$ cat src/rtl/rf_writeback.sv
// ============================================================================
//  Module   : rf_writeback
//  Purpose  : Register-bank write front end. It arbitrates ALU results and
//             buffered, extended load returns onto one write port, and keeps a
//             scoreboard of registers that still have a load outstanding.
//  Option   : RF_WB_BYPASS_EN - when the buffer is empty and the ALU is idle,
//             a load goes straight to the write port.
//  Revision : 1.0 - initial release
// ============================================================================
`default_nettype none

module rf_writeback #(
  parameter int DEPTH = 2,
  parameter int XLEN  = 32
) (
  input  logic            clk,
  input  logic            rst_n,
  input  logic            i_alu_valid,
  input  logic [4:0]      i_alu_rd,
  input  logic [XLEN-1:0] i_alu_result,
  input  logic            i_load_valid,
  output logic            o_load_ready,
  input  logic [4:0]      i_load_rd,
  input  logic [XLEN-1:0] i_load_data,
  input  logic [2:0]      i_load_funct3,
  input  logic            i_issue_valid,
  input  logic [4:0]      i_issue_rd,
  output logic            o_rf_we,
  output logic [4:0]      o_rf_rd,
  output logic [XLEN-1:0] o_rf_data,
  output logic [31:0]     o_busy
);

  localparam int             c_PW   = (DEPTH > 1) ? $clog2(DEPTH) : 1;
  localparam logic [c_PW:0]  c_FULL = (c_PW+1)'(DEPTH);

  logic [XLEN-1:0] r_buf_data [DEPTH];
  logic [4:0]      r_buf_rd   [DEPTH];
  logic [c_PW-1:0] r_wptr;
  logic [c_PW-1:0] r_rptr;
  logic [c_PW:0]   r_count;

  logic            r_rf_we;
  logic [4:0]      r_rf_rd;
  logic [XLEN-1:0] r_rf_data;
  logic [31:0]     r_busy;

  logic            w_empty;
  logic            w_push;
  logic            w_pop;
  logic            w_bypass;
  logic            w_enq;
  logic [XLEN-1:0] w_ext;
  logic [4:0]      w_commit_rd;
  logic            w_commit_load;
  logic [31:0]     w_clr;
  logic [31:0]     w_set;

  assign w_empty      = (r_count == '0);
  assign o_load_ready = (r_count != c_FULL);
  assign w_push       = i_load_valid & o_load_ready;
  assign w_pop        = ~i_alu_valid & ~w_empty;

`ifdef RF_WB_BYPASS_EN
  assign w_bypass = w_push & w_empty & ~i_alu_valid;
`else
  assign w_bypass = 1'b0;
`endif

  assign w_enq = w_push & ~w_bypass;

  // Extension is applied once at push so the buffer holds final write data.
  always_comb begin
    w_ext = i_load_data;
    case (i_load_funct3)
      3'b000:  w_ext = {{(XLEN-8){i_load_data[7]}},   i_load_data[7:0]};
      3'b001:  w_ext = {{(XLEN-16){i_load_data[15]}}, i_load_data[15:0]};
      3'b100:  w_ext = {{(XLEN-8){1'b0}},             i_load_data[7:0]};
      3'b101:  w_ext = {{(XLEN-16){1'b0}},            i_load_data[15:0]};
      default: w_ext = i_load_data;
    endcase
  end

  assign w_commit_load = w_pop | w_bypass;
  assign w_commit_rd   = w_pop ? r_buf_rd[r_rptr] : i_load_rd;
  assign w_clr = (w_commit_load && (w_commit_rd != 5'd0)) ? (32'd1 << w_commit_rd) : 32'd0;
  assign w_set = (i_issue_valid && (i_issue_rd != 5'd0)) ? (32'd1 << i_issue_rd) : 32'd0;

  always_ff @(posedge clk or negedge rst_n) begin
    if (!rst_n) begin
      r_wptr  <= '0;
      r_rptr  <= '0;
      r_count <= '0;
      for (int i = 0; i < DEPTH; i++) begin
        r_buf_data[i] <= '0;
        r_buf_rd[i]   <= '0;
      end
    end else begin
      if (w_enq) begin
        r_buf_data[r_wptr] <= w_ext;
        r_buf_rd[r_wptr]   <= i_load_rd;
        r_wptr             <= r_wptr + c_PW'(1);
      end
      if (w_pop) begin
        r_rptr <= r_rptr + c_PW'(1);
      end
      r_count <= r_count + (c_PW+1)'(w_enq) - (c_PW+1)'(w_pop);
    end
  end

  // ALU has priority; an idle cycle keeps rd/data and only drops the enable.
  always_ff @(posedge clk or negedge rst_n) begin
    if (!rst_n) begin
      r_rf_we   <= 1'b0;
      r_rf_rd   <= '0;
      r_rf_data <= '0;
    end else if (i_alu_valid) begin
      r_rf_we   <= (i_alu_rd != 5'd0);
      r_rf_rd   <= i_alu_rd;
      r_rf_data <= i_alu_result;
    end else if (w_pop) begin
      r_rf_we   <= (r_buf_rd[r_rptr] != 5'd0);
      r_rf_rd   <= r_buf_rd[r_rptr];
      r_rf_data <= r_buf_data[r_rptr];
    end else if (w_bypass) begin
      r_rf_we   <= (i_load_rd != 5'd0);
      r_rf_rd   <= i_load_rd;
      r_rf_data <= w_ext;
    end else begin
      r_rf_we   <= 1'b0;
    end
  end

  // Set after clear so a same-edge reissue keeps the bit pending.
  always_ff @(posedge clk or negedge rst_n) begin
    if (!rst_n) begin
      r_busy <= '0;
    end else begin
      r_busy <= ((r_busy & ~w_clr) | w_set) & ~32'd1;
    end
  end

  assign o_rf_we   = r_rf_we;
  assign o_rf_rd   = r_rf_rd;
  assign o_rf_data = r_rf_data;
  assign o_busy    = r_busy;

endmodule

`default_nettype wire

$ cat config.mk
export PLATFORM = sky130hd
export DESIGN_NAME = rf_writeback
export DESIGN_NICKNAME = d
export VERILOG_FILES = /design/src/rtl/rf_writeback.sv
export SDC_FILE = /design/constraint.sdc
export NUM_CORES = 1
export LEC_CHECK = 0
export CAP_MARGIN = 0
export CORE_ASPECT_RATIO = 1.25
export CORE_MARGIN = 8
export CORE_UTILIZATION = 50
export CTS_BUF_LIST = sky130_fd_sc_hd__clkbuf_4 sky130_fd_sc_hd__clkbuf_8 sky130_fd_sc_hd__clkbuf_16
export DETAILED_ROUTE_END_ITERATION = 8
export PLACE_DENSITY = 0.8
export SYNTH_ARGS = -nofsm -noshare
export SYNTH_HDL_FRONTEND = slang
export SYNTH_SLANG_ARGS = --single-unit
$ cat constraint.sdc
create_clock -name clk -period 2.1 [get_ports clk]
set_input_delay 0.63 -clock clk [delete_from_list [all_inputs] [get_ports clk]]
set_output_delay 0.63 -clock clk [all_outputs]
set_load 0.03 [all_outputs]
== After elaboration in Yosys (flattened, before gate mapping) ==
Cells that the tools add are included.
Storage, ports and cells
  output and inout bits: 71
  register bits after elaboration: 147
  bits in latches: 0
  memories: 0
  RAM bits: 0
  bits in read-only memories: 0
Operators by class
  eq/ne operators: 4
  reductions and logical operators: 10
  bitwise operators: 9
  shift operators: 2
  multiply operators: 0
  order comparisons: 3
  multiplexer cells: 22
  divide/modulo/power cells: 0
  $add $sub $neg: 4
Operators by type and width (count)
  two-way mux 32 bit: 8
  one-hot mux 32 bit (4 select lines): 1
  bitwise mux 64 bit: 1
  left shift 1 x 5 -> 32 bit, first input constant: 2
  two-way mux 5 bit: 7
  bitwise AND 32 bit: 1
  demux 32 bit (select 1 bit): 1
  inverter 32 bit: 1
  bitwise OR 32 bit: 1
  nonzero test 5 bit: 4
  bitwise mux 10 bit: 1
  equality test 3 bit, second input constant: 2
  demux 5 bit (select 1 bit): 1
  >= comparator 2 bit, second input constant: 2
  inverter 1 -> 2 bit: 2
  equality test 3 x 1 -> 1 bit, second input constant: 1
  logical AND 1 bit: 3
  logical NOT 3 bit: 1
  adder 1 bit, second input constant: 2
  adder 2 x 1 -> 2 bit: 1
  bitwise AND 1 bit: 2
  logical NOT 2 bit: 1
  < comparator 2 x 1 -> 1 bit, second input constant: 1
  two-way mux 1 bit: 2
  4 further kinds: 5

== Longest topological paths before layout ==
Gate-level depths: netlist of run 1.
  depth after elaboration: 11
  mapped depth: 8
  mapped depth without buffers: 7

== Worst setup path after synthesis of run 1 ==
Ideal clock, no wire load.
  path kind: input to register
  from: in i_alu_valid
  to: reg r_count[1]
  arrival time: 1.679 ns
  setup time: 0.123 ns
  buffers on the path: 1
  path slack: 0.297 ns
  data required time: 1.977 ns
  stages on the path: 8
  cell sequence: o21bai_1 inv_2 buf_2 ha_1 inv_1 ha_1 xnor2_1 xnor2_1
On the way
  cells in the longest elaborated chain, start to end: 3
Ends and longest elaborated chain
  from (decl): line 18  | input logic i_alu_valid,
  inverter 1 bit: line 62  | assign w_pop = ~i_alu_valid & ~w_empty;
  bitwise AND 1 bit: line 62
  subtractor 2 x 1 -> 2 bit: line 107  | r_count <= r_count + (c_PW+1)'(w_enq) - (c_PW+1)'(w_pop);
  to (signal assigned): line 107
  to (decl): line 41  | logic [c_PW:0] r_count;
No other way between the ends.
A chain may end at the register's enable or synchronous reset.

== Final worst setup path of run 1 ==
  from: reg r_busy[28] (netlist: o_busy[28])
  to: out o_busy[28]
RTL lines
  from (decl): line 46  | logic [31:0] r_busy;
  from (signal assigned): line 139  | r_busy <= ((r_busy & ~w_clr) | w_set) & ~32'd1;
  to (decl): line 31  | output logic [31:0] o_busy
No word-level cell between the ends.

==> results.yml, run 1 <==
floorplan:
  io_pins: 158
  rows: 47
  die-area_sq_mm: 0.0177
  start_util_pct: 51.4
  die_w_um: 121
  core_area_sq_mm: 0.0133
  die_h_um: 147
global_route:
  grt_overflow: 0
  use_met1_pct: 23.0
  antenna_found_initial: 1
  grt_busiest_layer: "met2"
  grtUsageTotal_pct: 21.3
  grt_pass1_wl_um: 30500
  met3_usage_pct: 5.48
  first_global_vias: 6164
  grt_max_degree: 76
  met2_usage_pct: 38.5
placement:
  io_buffers: 156
  dp_hpwl_um: 13200
  dpl_worst_slack_ns: -0.174
  place.gp.congestion: 0.879
sta:
  final_hold_viol_count: 0
  post-route-period-util_pct: 98.9
  fin_ws_ns: 0.0232
  whs_ns: 0.173
  slew_headroom_pct: 53.8
  rsz0062_at_grt: "no"
  fmax_ghz: 0.482
  finalCriticalPeriod_ns: 2.08
  final_max_slew_viol_count: 0
  setup_viol: 0
  tns_ns: 0
  skew_ns: 0.00920
  worstMarginPinSlew_ns: 0.691
worst_setup_path:
  slowest_delay_ns: 0.68
  rr_startpoint: "r_rptr"
  ff2ff_path_depth: 3
  worstReg2RegEnd: "o_busy[8]"
  crit_required_ns: 1.47
  critPathKind: "register to output pin"
  path_cells: "clkdlybuf4s50_1"
  cp_top_family: "buffers and inverters"
  cp.arrival_ns: 1.45
  crit_buf_inv: 1
  crit_path_end_kind: "output pin"
  rrSetupSlack_ns: 0.23
  worstSetupStartpointType: "register"
  cpMaxStageDelayCell: "clkdlybuf4s50_1"
  crit_fanout: 2
run_status:
  status: "complete, no violations"
synthesis:
  yosys-top-cells-count: "147 x dfrtp_1, 123 x nand2_1, 85 x o21ai_0"
  synthAdderAreaFrac_pct: 0.366
  synth_top_family_by_area: "simple AND/OR/NAND/NOR gates"
  seq_area_frac_synth_pct: 53.8
  synth_xor_area_share_pct: 0.513
  avgSynthCellArea_sq_um: 9.92
  synth.distinct_cells: 40
  synthMuxAreaShare_pct: 11.0
  synth_edf_count: 0
  ys_seq_elements: 147
  synth-compound-area-share_pct: 15.0
  synthCells: 689
  synthArstFlopShare_pct: 100
  ys.flop_type: "dfrtp_1"
  synth-simple-area-share_pct: 15.4
  synth.yosys.warnings: 0
  syn_nets: 778
  yosysTopAreaCell: "dfrtp_1"
  syn_area_sq_mm: 0.00683
  synth.most_common_cell: "dfrtp_1"
  synth_area_leaders: "dfrtp_1 54%, nand2_1 6.8%, o21ai_0 6.2%"
  netlist.area_leader.share_pct: 53.8
cts:
  clock-root-buffer: "clkbuf_16"
  cts.sinks: 147
  cts.hold.buffers_added: 0
  cts_made_buffers: 17
  cts_tree: "yes"
  cts_max_path_buffers: 2
  cts.htree.levels: 4
  post_cts_resized: 46
  cts_setup_buffers: 0
  path_clk_slew_ns: 0.06
  clk-insertion-delay-late_ns: 0.42
layout:
  fill_cells: 1012
  antenna_cells: 0
  fin_nets: 938
  layout-drive-gt1-share_pct: 14.0
  area_growth_pct: 36.4
drt:
  drc: 0
  wire_per_inst_um: 17.8
  finalWirelength_um: 18400
  routed_via_density: 5.55
  num_vias: 5731
  first_pass_iters: 5
  drtIter0Drc: 504
  detail-route-antenna-nets: 0
hold_path:
  worstHoldPathType: "input pin to asynchronous set/reset pin"
job:
  cap_violations: 0
pwr:
  power_leakage_nw: 4.36
  ir_drop_uv: 839
  power-per-cell-area_mw_per_mm2: 1620
[final cells by class]
cell class                 count  area, sq um  share of cell area (%)
multi-input combinational    498         2910                    31.2
clock buffer                  17          425                    4.56
inverter                       3         11.3                   0.121
clock inverter                15          251                    2.70
timing repair buffer         182         1830                    19.6
tap                          171          214                    2.30
sequential                   147         3680                    39.5
[where the power goes]
| part | internal [mW] | switching, mW | total (mW) |
|---|---|---|---|
| logic | 2.70 | 3.85 | 6.55 |
| clock network | 2.24 | 1.23 | 3.47 |
| registers | 4.19 | 0.924 | 5.11 |
[routing by layer]
metal | vias to the layer above | share of wire, %
met4 | 2 | 2.6
li1 | 2687 | -
met2 | 215 | 54
met3 | 44 | 5.5
met5 | - | 0.071
met1 | 2783 | 38
[logic make-up after synthesis]
family / Yosys count
XOR/XNOR: 4
flip-flops: 147
adder cells (fa/ha/maj): 2
other: 1
AO/OA/AOI/OAI: 187
multiplexers: 68
AND/OR/NAND/NOR: 236
buffers and inverters: 44
[per-stage QoR]
step	area [sq um]	total power, mW	std cells	util [%]
after floorplan	6830	9.44	689	-
final	9320	15.1	1033	70.1
after global placement	8650	11.7	1001	65.1
after CTS	9270	15.3	1033	69.8
after detailed placement	8650	12.0	1001	65.1
after global routing	9320	16.1	1033	70.1
[layout by cell type, fill, tap and decap left out, types with 8 or more instances in the layout]
master / n
dfrtp_1: 146
nand2_1: 123
clkdlybuf4s50_1: 88
o21ai_0: 85
nor2_1: 69
a21oi_1: 69
dlygate4sd2_1: 46
mux2i_1: 39
buf_4: 20
mux2_2: 19
dlymetal6s2s_1: 19
clkbuf_16: 17
mux2_4: 10
and2_4: 8
o21ai_2: 8
[worst max-delay path by stage]
stage	start	end	cells after the start
finish	o_busy[28]	o_busy[28]	1
global route	o_busy[7]	o_busy[7]	1
CTS	o_rf_data[13]	o_rf_data[13]	1
detailed placement	i_load_funct3[0]	r_buf_data[21]	5
global placement	i_load_funct3[0]	r_buf_data[20]	5
floorplan	i_alu_valid	r_count[1]	8
[registers in the layout, indices dropped and copies added, names as in the netlist]
name        count
r_count         2
o_rf_data      32
o_rf_rd         5
r_wptr          1
r_rptr          1
r_buf_rd       10
r_buf_data     64
o_busy         31
o_rf_we         1
Note: power is estimated with default switching activity, not from simulation.
==> inputs of run 2 (changes only) <==
--- a/config.mk
+++ b/config.mk
@@ -15,3 +15,4 @@
 export SYNTH_ARGS = -nofsm -noshare
 export SYNTH_HDL_FRONTEND = slang
 export SYNTH_SLANG_ARGS = --single-unit
+export TNS_END_PERCENT = 50
==> results of run 2 <==
Same layout as run 1: the final DEF is identical, and so are final timing and power.
